## config.mk

```make
export PLATFORM = sky130hd
export DESIGN_NAME = spike_rate_meter
export DESIGN_NICKNAME = d
export VERILOG_FILES = /design/src/rtl/lif_pkg.sv /design/src/rtl/sat_counter.sv /design/src/rtl/spike_rate_meter.sv
export SDC_FILE = /design/constraint.sdc
export NUM_CORES = 1
export LEC_CHECK = 0
export CELL_PAD_IN_SITES_DETAIL_PLACEMENT = 1
export CELL_PAD_IN_SITES_GLOBAL_PLACEMENT = 1
export CORE_UTILIZATION = 39
export CTS_CLUSTER_SIZE = 16
export DETAILED_ROUTE_END_ITERATION = 10
export PLACE_DENSITY = 0.79
export REMOVE_ABC_BUFFERS = 1
export SLEW_MARGIN = 20
export SYNTH_ARGS = -nofsm -noshare
export SYNTH_HDL_FRONTEND = slang
export SYNTH_SLANG_ARGS = --single-unit
```

## constraint.sdc

```tcl
create_clock -name clk -period 5.35 [get_ports clk]
set_input_delay 1.605 -clock clk [delete_from_list [all_inputs] [get_ports clk]]
set_output_delay 1.605 -clock clk [all_outputs]
set_load 0.05 [all_outputs]
```

## src/rtl/lif_pkg.sv

```systemverilog
// Shared definitions for the LIF spike observers: default widths, FSM state type
// and the saturation ceiling of the default count width.
package lif_pkg;

    localparam int CNT_W_DEF = 8;
    localparam int WIN_W_DEF = 8;

    localparam logic [CNT_W_DEF-1:0] SAT_MAX_DEF = '1;

    typedef enum logic {
        IDLE = 1'b0,
        RUN  = 1'b1
    } state_e;

endpackage

```

## src/rtl/sat_counter.sv

```systemverilog
// Saturating up-counter with clear and load-one controls. ovf_o is sticky: it is set
// by an increment that hits the ceiling and stays set until the next clear or load.
module sat_counter #(
    parameter int W = 8
) (
    input  logic         clk_i,
    input  logic         rst_i,
    input  logic         clr_i,
    input  logic         load1_i,
    input  logic         inc_i,
    output logic [W-1:0] cnt_o,
    output logic         ovf_o
);

    localparam logic [W-1:0] ONE = W'(1);

    logic [W-1:0] cnt_q, cnt_d;
    logic         ovf_q, ovf_d;

    always_comb begin
        cnt_d = cnt_q;
        ovf_d = ovf_q;
        if (clr_i) begin
            cnt_d = '0;
            ovf_d = 1'b0;
        end else if (load1_i) begin
            cnt_d = ONE;
            ovf_d = 1'b0;
        end else if (inc_i) begin
            if (&cnt_q) begin
                ovf_d = 1'b1;
            end else begin
                cnt_d = cnt_q + ONE;
            end
        end
    end

    always_ff @(posedge clk_i or posedge rst_i) begin
        if (rst_i) begin
            cnt_q <= '0;
            ovf_q <= 1'b0;
        end else begin
            cnt_q <= cnt_d;
            ovf_q <= ovf_d;
        end
    end

    assign cnt_o = cnt_q;
    assign ovf_o = ovf_q;

endmodule

```

## src/rtl/spike_rate_meter.sv

```systemverilog
// Spike-rate (spikes per programmable window) and inter-spike-interval observer.
// Define SPIKE_RATE_EDGE_EN to qualify spikes on rising edges of spike_in instead of level.
module spike_rate_meter
    import lif_pkg::*;
#(
    parameter int CNT_W = CNT_W_DEF,
    parameter int WIN_W = WIN_W_DEF
) (
    input  logic             clk,
    input  logic             rst,
    input  logic             enable,
    input  logic             spike_in,
    input  logic [WIN_W-1:0] window,
    output logic [CNT_W-1:0] rate_out,
    output logic             rate_valid,
    output logic             rate_sat,
    output logic [CNT_W-1:0] isi_out,
    output logic             isi_valid
);

    localparam logic [CNT_W-1:0] CNT_MAX = '1;
    localparam logic [WIN_W-1:0] WIN_ONE = WIN_W'(1);

    state_e           state_q, state_d;
    logic [WIN_W-1:0] n_q, n_d;
    logic [WIN_W-1:0] cyc_q, cyc_d;
    logic             have_prev_q, have_prev_d;
    logic [CNT_W-1:0] rate_out_q, rate_out_d;
    logic             rate_valid_q, rate_valid_d;
    logic             rate_sat_q, rate_sat_d;
    logic [CNT_W-1:0] isi_out_q, isi_out_d;
    logic             isi_valid_q, isi_valid_d;

    logic             spike;
    logic             acc_clr, acc_inc, acc_ovf;
    logic [CNT_W-1:0] acc;
    logic             isi_clr, isi_load1, isi_inc;
    logic [CNT_W-1:0] isi_cnt;
    logic             isi_ovf_unused;
    logic             last_cyc;
    logic [CNT_W-1:0] rate_next;
    logic             rate_ovf_next;

`ifdef SPIKE_RATE_EDGE_EN
    logic spike_prev_q, spike_prev_d;

    assign spike = spike_in & ~spike_prev_q;

    // Previous sample only tracks while staying in RUN, so a level already high
    // at (re)entry still counts as one fresh edge.
    always_comb begin
        spike_prev_d = 1'b0;
        if (state_q == RUN && state_d == RUN) begin
            spike_prev_d = spike_in;
        end
    end

    always_ff @(posedge clk or posedge rst) begin
        if (rst) begin
            spike_prev_q <= 1'b0;
        end else begin
            spike_prev_q <= spike_prev_d;
        end
    end
`else
    assign spike = spike_in;
`endif

    sat_counter #(.W(CNT_W)) u_acc (
        .clk_i   (clk),
        .rst_i   (rst),
        .clr_i   (acc_clr),
        .load1_i (1'b0),
        .inc_i   (acc_inc),
        .cnt_o   (acc),
        .ovf_o   (acc_ovf)
    );

    sat_counter #(.W(CNT_W)) u_isi (
        .clk_i   (clk),
        .rst_i   (rst),
        .clr_i   (isi_clr),
        .load1_i (isi_load1),
        .inc_i   (isi_inc),
        .cnt_o   (isi_cnt),
        .ovf_o   (isi_ovf_unused)
    );

    assign last_cyc      = (cyc_q == (n_q - WIN_ONE));
    assign rate_next     = (acc == CNT_MAX) ? CNT_MAX : acc + {{(CNT_W-1){1'b0}}, spike};
    assign rate_ovf_next = acc_ovf | ((acc == CNT_MAX) & spike);

    always_comb begin
        state_d      = state_q;
        n_d          = n_q;
        cyc_d        = cyc_q;
        have_prev_d  = have_prev_q;
        rate_out_d   = rate_out_q;
        rate_valid_d = 1'b0;
        rate_sat_d   = rate_sat_q;
        isi_out_d    = isi_out_q;
        isi_valid_d  = 1'b0;
        acc_clr      = 1'b0;
        acc_inc      = 1'b0;
        isi_clr      = 1'b0;
        isi_load1    = 1'b0;
        isi_inc      = 1'b0;

        case (state_q)
            IDLE: begin
                acc_clr     = 1'b1;
                isi_clr     = 1'b1;
                have_prev_d = 1'b0;
                cyc_d       = '0;
                if (enable && window != '0) begin
                    state_d = RUN;
                    n_d     = window;
                end
            end
            RUN: begin
                if (!enable) begin
                    state_d     = IDLE;
                    acc_clr     = 1'b1;
                    isi_clr     = 1'b1;
                    have_prev_d = 1'b0;
                    cyc_d       = '0;
                end else begin
                    if (spike) begin
                        if (have_prev_q) begin
                            isi_out_d   = isi_cnt;
                            isi_valid_d = 1'b1;
                        end
                        isi_load1   = 1'b1;
                        have_prev_d = 1'b1;
                    end else begin
                        isi_inc = 1'b1;
                    end

                    // A spike on the closing cycle is folded into rate_next.
                    if (last_cyc) begin
                        rate_out_d   = rate_next;
                        rate_sat_d   = rate_ovf_next;
                        rate_valid_d = 1'b1;
                        acc_clr      = 1'b1;
                        cyc_d        = '0;
                        n_d          = window;
                        if (window == '0) begin
                            state_d     = IDLE;
                            have_prev_d = 1'b0;
                        end
                    end else begin
                        acc_inc = spike;
                        cyc_d   = cyc_q + WIN_ONE;
                    end
                end
            end
            default: state_d = IDLE;
        endcase
    end

    always_ff @(posedge clk or posedge rst) begin
        if (rst) begin
            state_q      <= IDLE;
            n_q          <= '0;
            cyc_q        <= '0;
            have_prev_q  <= 1'b0;
            rate_out_q   <= '0;
            rate_valid_q <= 1'b0;
            rate_sat_q   <= 1'b0;
            isi_out_q    <= '0;
            isi_valid_q  <= 1'b0;
        end else begin
            state_q      <= state_d;
            n_q          <= n_d;
            cyc_q        <= cyc_d;
            have_prev_q  <= have_prev_d;
            rate_out_q   <= rate_out_d;
            rate_valid_q <= rate_valid_d;
            rate_sat_q   <= rate_sat_d;
            isi_out_q    <= isi_out_d;
            isi_valid_q  <= isi_valid_d;
        end
    end

    assign rate_out   = rate_out_q;
    assign rate_valid = rate_valid_q;
    assign rate_sat   = rate_sat_q;
    assign isi_out    = isi_out_q;
    assign isi_valid  = isi_valid_q;

endmodule

```

Word level (Yosys, flattened, before mapping)
Index checks and enable logic that the tools add are counted.
Operators by class
  add/subtract/negate cells: 5
  equality and inequality tests: 7
  multiplexer cells: 48
  bitwise operators: 3
  reduce and logical (&&, ||, !) cells: 14
Operator list (number)
  8-bit 2-to-1 mux: 13
  8-bit one-hot mux with 2 select lines: 2
  1-bit 2-to-1 mux: 29
  8-bit by 1-bit adder with 8-bit output, second input constant: 3
  8-bit AND reduction: 2
  8-bit by 1-bit adder with 8-bit output: 1
  8-bit equality test: 1
  8-bit equality test, second input constant: 1
  8-bit logical NOT: 1
  1-bit one-hot mux with 2 select lines: 4
  8-bit nonzero test: 1
  8-bit by 1-bit subtractor with 8-bit output, second input constant: 1
  2-bit != test, second input constant: 3
  2-bit AND reduction: 3
  3-bit AND reduction: 2
  4-bit AND reduction: 1
  2-bit nonzero test: 2
  3-bit != test, second input constant: 1
  3-bit nonzero test: 1
  2-bit by 1-bit != test with 1-bit output, second input constant: 1
  1-bit AND: 1
  1-bit logical AND: 1
  1-bit NOT: 1
  1-bit bitwise OR: 1
Storage, ports and cells
  flip-flop bits (word level): 54
  output and inout bits: 19
  word-level logic and storage cells: 89

Logic depth before layout (Yosys ltp)
Gate-level depths: netlist of run 1.
  word-level depth: 7
  gate-level depth with buffers: 11
  depth with buffers taken out: 8

Cells and area by module
From an unflattened synthesis of run 1, not the netlist that was laid out.
Second synthesis, totals
  cell total of the unflattened synthesis: 271
  area, all modules: 2860.2 µm²
By module, submodules not included
  spike_rate_meter: times used 1, cells each 173, area an instance 1859.3 µm²
  sat_counter: times used 2, cells each 49, area an instance 500.5 µm²

Worst setup path after synthesis of run 1
No wires, ideal clock.
  path type: input-to-reg
  from: in spike_in
  to: reg rate_out_q[4], in the netlist rate_out[4]
  data arrival time: 2.612 ns
  data required time: 5.222 ns
  slack: 2.611 ns
  stages: 6
  cell sequence: ha_1 > ha_1 > nand3_1 > xnor2_1 > nand2_1 > mux2_1
On the way
  word-level cells in the longest chain between the ends: 2
RTL lines
  from (decl): RTL line spike_rate_meter.sv:12  | input logic spike_in,
  8-bit by 1-bit adder with 8-bit output: RTL line spike_rate_meter.sv:90  | assign rate_next = (acc == CNT_MAX) ? CNT_MAX : acc + {{(CNT_W-1){1'b0}}, spike};
  8-bit 2-to-1 mux: RTL line spike_rate_meter.sv:90
  to (signal assigned): RTL line spike_rate_meter.sv:177  | rate_out_q <= rate_out_d;
  to (decl): RTL line spike_rate_meter.sv:28  | logic [CNT_W-1:0] rate_out_q, rate_out_d;
Every way passes these cells.
A chain may end at the register's enable or synchronous reset.

Final worst setup path of run 1
Same ends and word-level chain as after synthesis.

==> impl_metrics.tcl, run 1 <==
set metrics [dict create \
    status "finished clean" \
    first_iter_violations 88 \
    relSlewSlack 0.4290 \
    period_share 0.6248 \
    peakVddDrop_mv 0.09929 \
    cts.path.max_buffers 2 \
    grt_max_degree 42 \
    r2r_start "n_q[2]" \
    cts_tree "yes" \
    antenna_cells 0 \
    fin_nets 320 \
    overflow 0 \
    drt-pass1-iter-count 4 \
    p_leak_uw 0.001426 \
    die_h_um 85.86 \
    vias_per_cell 5.163 \
    post_drt_wl_per_cell_um 15.04 \
    reg2reg_slack_ps 2420 \
    clk_latency_ps 320 \
    fin_tns_setup_ps 0 \
    initial_core_util 0.4037 \
    rows 30 \
    p_per_area_nw_per_um2 246.8 \
    syn_inst 275 \
    ios 31 \
    worst-setup-path-type "in2reg" \
    crit_required_ps 5560 \
    holdWs_ps 491.2 \
    placeableCoreArea_um2 6794 \
    synth-seq-cells 54 \
    syn2layout_area_growth_pct 17.24 \
    numPortBuffers 30 \
    die_area_um2 7372 \
    antenna_found_initial 0 \
    max-cap-violations 0 \
    cts_root_buf "clkbuf_8" \
    netlist_area_um2 2743 \
    setup_viol 0 \
    cts_max_level 2 \
    cts.repair.resized 0 \
    drive_gt1_frac 0.1089 \
    synth_area_per_cell_um2 9.973 \
    post-route-min-period_ps 3342 \
    clock-sinks 54 \
    place_congestion 0.7934 \
    synth_cell_types 44 \
    numCtsBuffers 5 \
    groute.usage.overall 0.1817 \
    grt_pass1_wl_um 10580 \
    placed_area_um2 3118 \
    slew_violations 0 \
    totalWireLength_um 6000 \
    critPathLaunchType "input port" \
    finClkSkew_ps 7.652 \
    max_freq_mhz 299.2 \
    min-delay-start "isi_out[1]" \
    crit_start "spike_in" \
    dpl.hpwl_um 4327 \
    setup_slack_ps 2008 \
    setup.worst_path.end_class "flip-flop" \
    drc 0 \
    cts_setup_buffers 0 \
    tightest_slew_ps 855.2 \
    rsz0062_at_grt "false" \
    vias 2060 \
    hold_class "reg2reg" \
    utilization 0.4733 \
    ant_nets 0 \
    hold_violations 0 \
    seq_area_frac_synth 0.4927 \
    arrival_ps 3550 \
    fin_area_um2 3216 \
    die_x_um 85.86 \
    crit_fanout 12 \
    dp_slack_ps 1673 \
    clk_pin_slew_worst_paths_ps 100 \
    ys_warn_count 0 \
    grt_pass1_vias 2175 \
    holdBufCountCts 0 \
]
## synthesized netlist by cell type (all sizes together)
cell type / count / area share
o31ai: 3 / 0.0082
o211ai: 1 / 0.0046
o21ai: 8 / 0.015
a2111oi: 1 / 0.0055
inv: 7 / 0.0096
nor2: 30 / 0.047
dfrtp: 54 / 0.49
nand4: 5 / 0.011
a41oi: 1 / 0.0032
nor4: 4 / 0.0091
nand2b: 1 / 0.0023
a31oi: 5 / 0.011
nand3: 14 / 0.027
a41o: 1 / 0.0036
a2111o: 1 / 0.0041
o311ai: 1 / 0.0032
or3: 3 / 0.0068
a211o: 1 / 0.0032
mux2: 15 / 0.062
and2: 1 / 0.0023
or4: 1 / 0.0027
and2b: 1 / 0.0027
nor2b: 4 / 0.0091
ha: 6 / 0.027
xnor2: 11 / 0.035
nand2: 39 / 0.053
and4: 1 / 0.0032
clkinv: 1 / 0.0014
clkbuf: 9 / 0.012
and3: 7 / 0.016
o21bai: 1 / 0.0027
nor3: 3 / 0.0055
buf: 2 / 0.0068
xor2: 15 / 0.048
a21oi: 10 / 0.022
or2: 3 / 0.0068
a211oi: 2 / 0.0055
and3b: 1 / 0.0036
mux2i: 1 / 0.0036
## placed cells by master, fill, tap and decap left out, types with 5 or more instances in the layout
| cell type | instances |
|---|---|
| dfrtp_1 | 54 |
| nand2_1 | 39 |
| clkdlybuf4s50_1 | 30 |
| nor2_1 | 29 |
| xor2_1 | 15 |
| mux2_2 | 14 |
| nand3_1 | 13 |
| xnor2_1 | 11 |
| a21oi_1 | 9 |
| o21ai_0 | 8 |
| and3_1 | 7 |
| inv_1 | 6 |
| ha_1 | 6 |
| a31oi_1 | 5 |
| nand4_1 | 5 |
| clkbuf_8 | 5 |
## state kept, by name, summed over array words and instances, names as in the netlist
register,count
cyc_q,8
isi_out,8
n_q,8
rate_out,8
u_acc.cnt_o,8
u_isi.cnt_o,8
have_prev_q,1
isi_valid,1
rate_sat,1
rate_valid,1
state_q,1
u_acc.ovf_o,1
## logic make-up (layout without fill, tap and decap cells)
group | Yosys count | count (layout) | share of synthesized area
buffers and inverters | 19 | 47 | 0.03011
xor gates and xnor gates | 26 | 26 | 0.08303
muxes | 16 | 16 | 0.06524
DFF | 54 | 54 | 0.4927
and+or+nand+nor | 118 | 118 | 0.2094
AOI/OAI and AO/OA | 36 | 36 | 0.09215
adders and majority gates | 6 | 6 | 0.02737
## layout make-up
| cell class | instances | area [um2] |
|---|---|---|
| inverters | 8 | 30.03 |
| multi-input cells | 202 | 1309 |
| well taps | 96 | 120.1 |
| clock buffers | 5 | 68.82 |
| fillers | 781 | 3578 |
| flip-flops and latches | 54 | 1351 |
| repair buffers | 31 | 307.8 |
| clock inverters | 3 | 28.78 |
## routing by layer
metal / vias up / track usage / part of all wire
met1: 1023 / 0.2429 / 0.48
met2: 35 / 0.3045 / 0.48
li1: 997 / - / -
met4: 0 / 0.06212 / 0.012
met3: 5 / 0.02406 / 0.027
met5: - / 0 / 0
## stage by stage
| stage | power (uW) | cells |
|---|---|---|
| after floorplan | 519.2 | 264 |
| after global placement | 552.1 | 391 |
| after global routing | 834.2 | 399 |
| after detailed placement | 557.2 | 391 |
| final | 793.6 | 399 |
| after CTS | 805.8 | 399 |
## worst max-delay path, stage by stage
cell and delay, ps:
clkdlybuf4s50_1 720, ha_1 330, ha_1 260, nand3_1 110, xnor2_1 160, nand2_1 60, mux2_1 290
## final timing paths
kind	end	cells after the start
setup reg to reg	n_q[1]	6
hold / removal	isi_out[1]	2
min in group asynchronous	n_q[0]	2
max in group asynchronous	rate_out[4]	3
hold reg to reg	isi_out[1]	2
setup / recovery	rate_out[4]	7
## report_power, final
group	switching, uW	internal, uW	total, uW
Clock	148	98.2	247
Combinational	57.4	46.7	104
Sequential	20.0	423	443
No activity file was read; power rests on OpenSTA's default activity.
==> run 2: changes to the inputs <==
--- a/config.mk
+++ b/config.mk
@@ -10,7 +10,7 @@
 export CORE_UTILIZATION = 39
 export CTS_CLUSTER_SIZE = 16
 export DETAILED_ROUTE_END_ITERATION = 10
-export PLACE_DENSITY = 0.79
+export PLACE_DENSITY = 0.82
 export REMOVE_ABC_BUFFERS = 1
 export SLEW_MARGIN = 20
 export SYNTH_ARGS = -nofsm -noshare
==> constraint.sdc (replaced) <==
create_clock -name clk -period 2.7 [get_ports clk]
set_input_delay 0.81 -clock clk [delete_from_list [all_inputs] [get_ports clk]]
set_output_delay 0.81 -clock clk [all_outputs]
set_load 0.05 [all_outputs]
==> run 2 against run 1 <==
  * Total power grew 100%
  * Largest power group unchanged
  * Core utilization grew 1.8 points
  * Highest routed layer unchanged
  * Critical path type is now reg2reg
  * Flip-flop and latch count is the same
  * Clock skew grew 1.1 ps
  * Die area is the same
  * Register-to-register slack lost 2300 ps
  * Critical path depth is the same
  * Final area grew 3.9%
  * Hold slack gained 1.1 ps
  * Sequential share of layout area shrank 1.6 points
==> impl_metrics.tcl, run 2 (synthesis gave the netlist of run 1 again) <==
set metrics [dict create \
    critPathLaunchType "flip-flop" \
    drive_gt1_frac 0.1460 \
    reg2reg_slack_ps 120 \
    status "finished clean" \
    layout_commonest_cell "dfrtp_1" \
    drc 0 \
    overflow 0 \
    ant_nets 0 \
    clk_pin_slew_worst_paths_ps 100 \
    antenna_found_initial 0 \
    ios 31 \
    syn2layout_area_growth_pct 21.76 \
    setup_viol 0 \
    p_leak_uw 0.001489 \
    tightest_slew_ps 528.7 \
    cts_max_level 2 \
    post_drt_wl_per_cell_um 16.16 \
    multiInputGateArea_um2 1328 \
    fin_nets 332 \
    arrival_ps 2790 \
    max_stage_delay_ps 430 \
    grt_pass1_wl_um 11230 \
    die_h_um 85.86 \
    finClkSkew_ps 8.720 \
    timing.critical_path.mode_cell "or3_1" \
    grt_max_degree 37 \
    numPortBuffers 30 \
    crit_path_top_delay_cell "or3_1" \
    clock-sinks 54 \
    regArea_um2 1351 \
    crit_required_ps 2900 \
    grt_pass1_vias 2192 \
    cts_tree "yes" \
    totalWireLength_um 6643 \
    max-cap-violations 0 \
    totalPowerFinal_uw 1619 \
    utilization 0.4915 \
    antenna_cells 0 \
    vias 2118 \
    crit_fanout 10 \
    cts.path.max_buffers 2 \
    relSlewSlack 0.6464 \
    post-route-min-period_ps 2583 \
    die_x_um 85.86 \
    die_area_um2 7372 \
    place_congestion 0.8666 \
    placed_cells 403 \
    hold_violations 0 \
    placeableCoreArea_um2 6794 \
    setup.worst_path.end_class "flip-flop" \
    p_per_area_nw_per_um2 484.9 \
    path_cells "or3_1 -> or3_1 -> a2111oi_4 -> o211ai_2 -> buf_4 -> nor2_8 -> mux2_2" \
    vias_per_cell 5.153 \
    clk_latency_ps 310 \
    cts.repair.resized 0 \
    final_cell_mix "dfrtp_1 (54), nand2_1 (39), clkdlybuf4s50_1 (30)" \
    cts_root_buf "clkbuf_8" \
    holdBufCountCts 0 \
    n_fill_cell 778 \
    period_share 0.9567 \
    drt-pass1-iter-count 4 \
    cts_setup_buffers 0 \
    peakVddDrop_mv 0.2287 \
    worst-setup-path-type "reg2reg" \
    numCtsBuffers 5 \
    slew_violations 0 \
    hold_class "reg2reg" \
    initial_core_util 0.4037 \
    stdcell_count 411 \
    rows 30 \
    max_freq_mhz 387.1 \
    dpl.hpwl_um 4884 \
    groute.usage.overall 0.1970 \
    first_iter_violations 101 \
]
## run 2: cell count changes in the layout (fill, tap and decap cells not counted)
cell / change
o311ai_1: +1
o311ai_0: -1
a31oi_1: -1
inv_6: -1
a2111oi_2: -1
inv_8: -1
buf_12: +1
a31oi_2: +1
clkbuf_8: +1
clkinv_4: +1
buf_4: +11
a2111oi_4: +1
## run 2: report_power, final
group          switching, uW  total, uW  internal [uW]
registers               28.3        866            838
clock network            274        486            212
logic                    148        267            119
## run 2: per-stage QoR
| step | TNS [ps] | worst slack [ps] | hold WS, ps | instance area (um2) |
|---|---|---|---|---|
| finish | 0 | 116.9 | 492.4 | 3339 |
| global route | -4.097 | -4.097 | 511.0 | 3339 |
| CTS | 0 | 54.20 | 496.0 | 3321 |
| detailed placement | 0 | 77.86 | 472.7 | 3221 |
| global placement | 0 | 165.2 | 465.0 | 3221 |
| floorplan | 0 | 53.62 | 449.7 | 2690 |
## run 2: final cells by class
class	instances	area share
Timing Repair Buffer	43	0.1229
Sequential cell	54	0.4046
Multi-Input combinational cell	202	0.3975
Clock inverter	2	0.005245
Inverter	8	0.008992
Clock buffer	6	0.02473
Tap cell	96	0.03597
## run 2: path summary, 6_finish.rpt
| check | from | endpoint | cells past startpoint |
|---|---|---|---|
| max in group asynchronous | rst | cyc_q[6] | 3 |
| hold / removal | isi_out[5] | isi_out[5] | 2 |
| setup reg to reg | n_q[4] | rate_out[6] | 7 |
| min in group asynchronous | rst | isi_out[4] | 2 |
| hold reg to reg | isi_out[5] | isi_out[5] | 2 |
| setup / recovery | n_q[4] | rate_out[6] | 7 |
## run 2: critical path, delay by kind of cell (launching register included)
family	cells	cell delay [ps]
simple gates	3	960
buf+inv	1	220
flops	1	390
compound gates	2	550
mux	1	350
## run 2: metal layers
metal | global-route usage | part of all wire
met1 | 0.2689 | 0.47
met2 | 0.3304 | 0.50
met3 | 0.03176 | 0.025
met4 | 0.04545 | 0.0090
met5 | 0 | 0
==> run 3: changes to the inputs <==
--- a/config.mk
+++ b/config.mk
@@ -8,9 +8,10 @@
 export CELL_PAD_IN_SITES_DETAIL_PLACEMENT = 1
 export CELL_PAD_IN_SITES_GLOBAL_PLACEMENT = 1
 export CORE_UTILIZATION = 39
+export CTS_BUF_LIST = sky130_fd_sc_hd__clkbuf_4 sky130_fd_sc_hd__clkbuf_8
 export CTS_CLUSTER_SIZE = 16
 export DETAILED_ROUTE_END_ITERATION = 10
-export PLACE_DENSITY = 0.82
+export PLACE_DENSITY = 0.79
 export REMOVE_ABC_BUFFERS = 1
 export SLEW_MARGIN = 20
 export SYNTH_ARGS = -nofsm -noshare
==> constraint.sdc (replaced) <==
create_clock -name clk -period 2.5 [get_ports clk]
set_input_delay 0.75 -clock clk [delete_from_list [all_inputs] [get_ports clk]]
set_output_delay 0.75 -clock clk [all_outputs]
set_load 0.05 [all_outputs]
==> run 3 against run 2 <==
  * Non-clock buffer count grew 6
  * Total power grew 8.1%
  * Cell count grew 1.2%
  * Critical endpoint is now rate_out[3]
  * Critical path type unchanged
  * Final area grew 3.0%
  * Sequential share of layout area shrank 1.2 points
  * Core utilization grew 1.5 points
  * Register-to-register slack lost 90 ps
  * Routed wire length grew 3.0%
  * Via count grew 1.7%
==> impl_metrics.tcl, run 3 (synthesis gave the netlist of run 1 again) <==
set metrics [dict create \
    grt_max_degree 55 \
    die_x_um 85.86 \
    holdWs_ps 487.4 \
    totalPowerFinal_uw 1750 \
    stdcell_count 416 \
    antenna_found_initial 0 \
    ios 31 \
    post-route-min-period_ps 2474 \
    path_cells "or3_4 -> or3_4 -> a2111oi_4 -> o211ai_2 -> buf_6 -> nor2_8 -> mux2_2" \
    holdBufCountCts 0 \
    vias_per_cell 5.178 \
    numCtsBuffers 5 \
    crit_path_top_delay_cell "dfrtp_1" \
    antenna_cells 0 \
    critPathLaunchType "flip-flop" \
    cts_root_buf "clkbuf_8" \
    tightest_slew_ps 517.1 \
    final_cell_mix "dfrtp_1 (54), nand2_1 (39), clkdlybuf4s50_1 (30)" \
    numPortBuffers 30 \
    hold_class "reg2reg" \
    clk_pin_slew_worst_paths_ps 110 \
    overflow 0 \
    crit_required_ps 2690 \
    status "finished clean" \
    fin_area_um2 3438 \
    max_freq_mhz 404.2 \
    drc 0 \
    period_share 0.9896 \
    relSlewSlack 0.6542 \
    placeableCoreArea_um2 6794 \
    place_congestion 0.7739 \
    fin_nets 338 \
    grt_pass1_wl_um 11500 \
    setup.worst_path.end_class "flip-flop" \
    slew_violations 0 \
    crit_fanout 7 \
    reg2reg_slack_ps 30 \
    clk_latency_ps 310 \
    p_leak_uw 0.001550 \
    layout_commonest_cell "dfrtp_1" \
    vias 2154 \
    grt_pass1_vias 2301 \
    first_iter_violations 85 \
    rows 30 \
    cts_tree "yes" \
    clock-sinks 54 \
    drive_gt1_frac 0.1719 \
    ant_nets 0 \
    post_drt_wl_per_cell_um 16.45 \
    setup_viol 0 \
    syn2layout_area_growth_pct 25.37 \
    hold_violations 0 \
    totalWireLength_um 6843 \
    groute.usage.overall 0.2001 \
    arrival_ps 2670 \
    finClkSkew_ps 13.46 \
    rsz0062_at_grt "true" \
    drt-pass1-iter-count 4 \
    cts_max_level 2 \
    placed_area_um2 3243 \
    dpl.hpwl_um 4766 \
    placed_cells 406 \
    initial_core_util 0.4037 \
    timing.critical_path.mode_cell "or3_4" \
    worst-setup-path-type "reg2reg" \
    cts.path.max_buffers 2 \
    die_h_um 85.86 \
    p_per_area_nw_per_um2 509.1 \
    die_area_um2 7372 \
    max_stage_delay_ps 400 \
    max-cap-violations 0 \
    peakVddDrop_mv 0.2674 \
    n_fill_cell 751 \
]
-- run 3: cell types whose count changed in the layout (fill, tap and decap cells not counted), sizes merged --
cell    change
inv         +1
buf         +6
clkinv      -1
clkbuf      -1
-- run 3: report_power, final --
part | internal, uW | switching [uW] | leakage, uW
registers | 905 | 35.8 | 0.000730
logic | 155 | 164 | 0.000775
clock network | 195 | 296 | 0.0000444
total | 1250 | 496 | 0.00155
-- run 3: final cells by class --
class | count | area [um2] | area share
multi-input cells | 202 | 1383 | 0.4021
flip-flops and latches | 54 | 1351 | 0.3930
repair buffers | 49 | 471.7 | 0.1372
well taps | 96 | 120.1 | 0.03493
clock buffers | 5 | 68.82 | 0.02001
inverters | 8 | 30.03 | 0.008734
clock inverters | 2 | 13.76 | 0.004003
-- run 3: path summary, 6_finish.rpt --
path                            startpoint              to  depth (start not counted)
worst max-delay path                n_q[4]     rate_out[3]                          7
worst min-delay path            isi_out[3]      isi_out[3]                          2
worst max register to register      n_q[4]     rate_out[3]                          7
worst min register to register  isi_out[3]      isi_out[3]                          2
max in group asynchronous              rst  u_acc.cnt_o[7]                          3
min in group asynchronous              rst          n_q[0]                          3
-- run 3: per-stage QoR --
step | TNS (ps) | worst slack (ps) | util
3_3_place_gp | -39.45 | -6.061 | 0.4773
4_1_cts | -6.224 | -5.242 | 0.4971
6_report | 0 | 25.99 | 0.5061
3_5_place_dp | -1071 | -100.7 | 0.4773
5_1_grt | -303.8 | -56.34 | 0.5061
2_1_floorplan | -1216 | -146.4 | -
-- run 3: worst max-delay path: cells and delay by family (launching register included) --
family	cells	cell delay [ps]
compound gates	2	500
buf+inv	1	180
flops	1	400
mux	1	350
simple gates	3	920
-- run 3: what timing repair did --
item | CTS | global route
pin swaps | 4 | 2
buffers inserted | 2 | 1
resized for setup | 4 | 14
endpoints found under the setup margin | 16 | 34
cloned | 0 | 0
-- run 3: metal layers --
layer,up-vias,wire (um),GRT usage,part of all wire
met5,-,0,0,0
met4,0,75,0.05000,0.011
met3,6,157,0.03272,0.023
met2,32,3353,0.3420,0.49
met1,1082,3257,0.2650,0.48
li1,1034,-,-,-
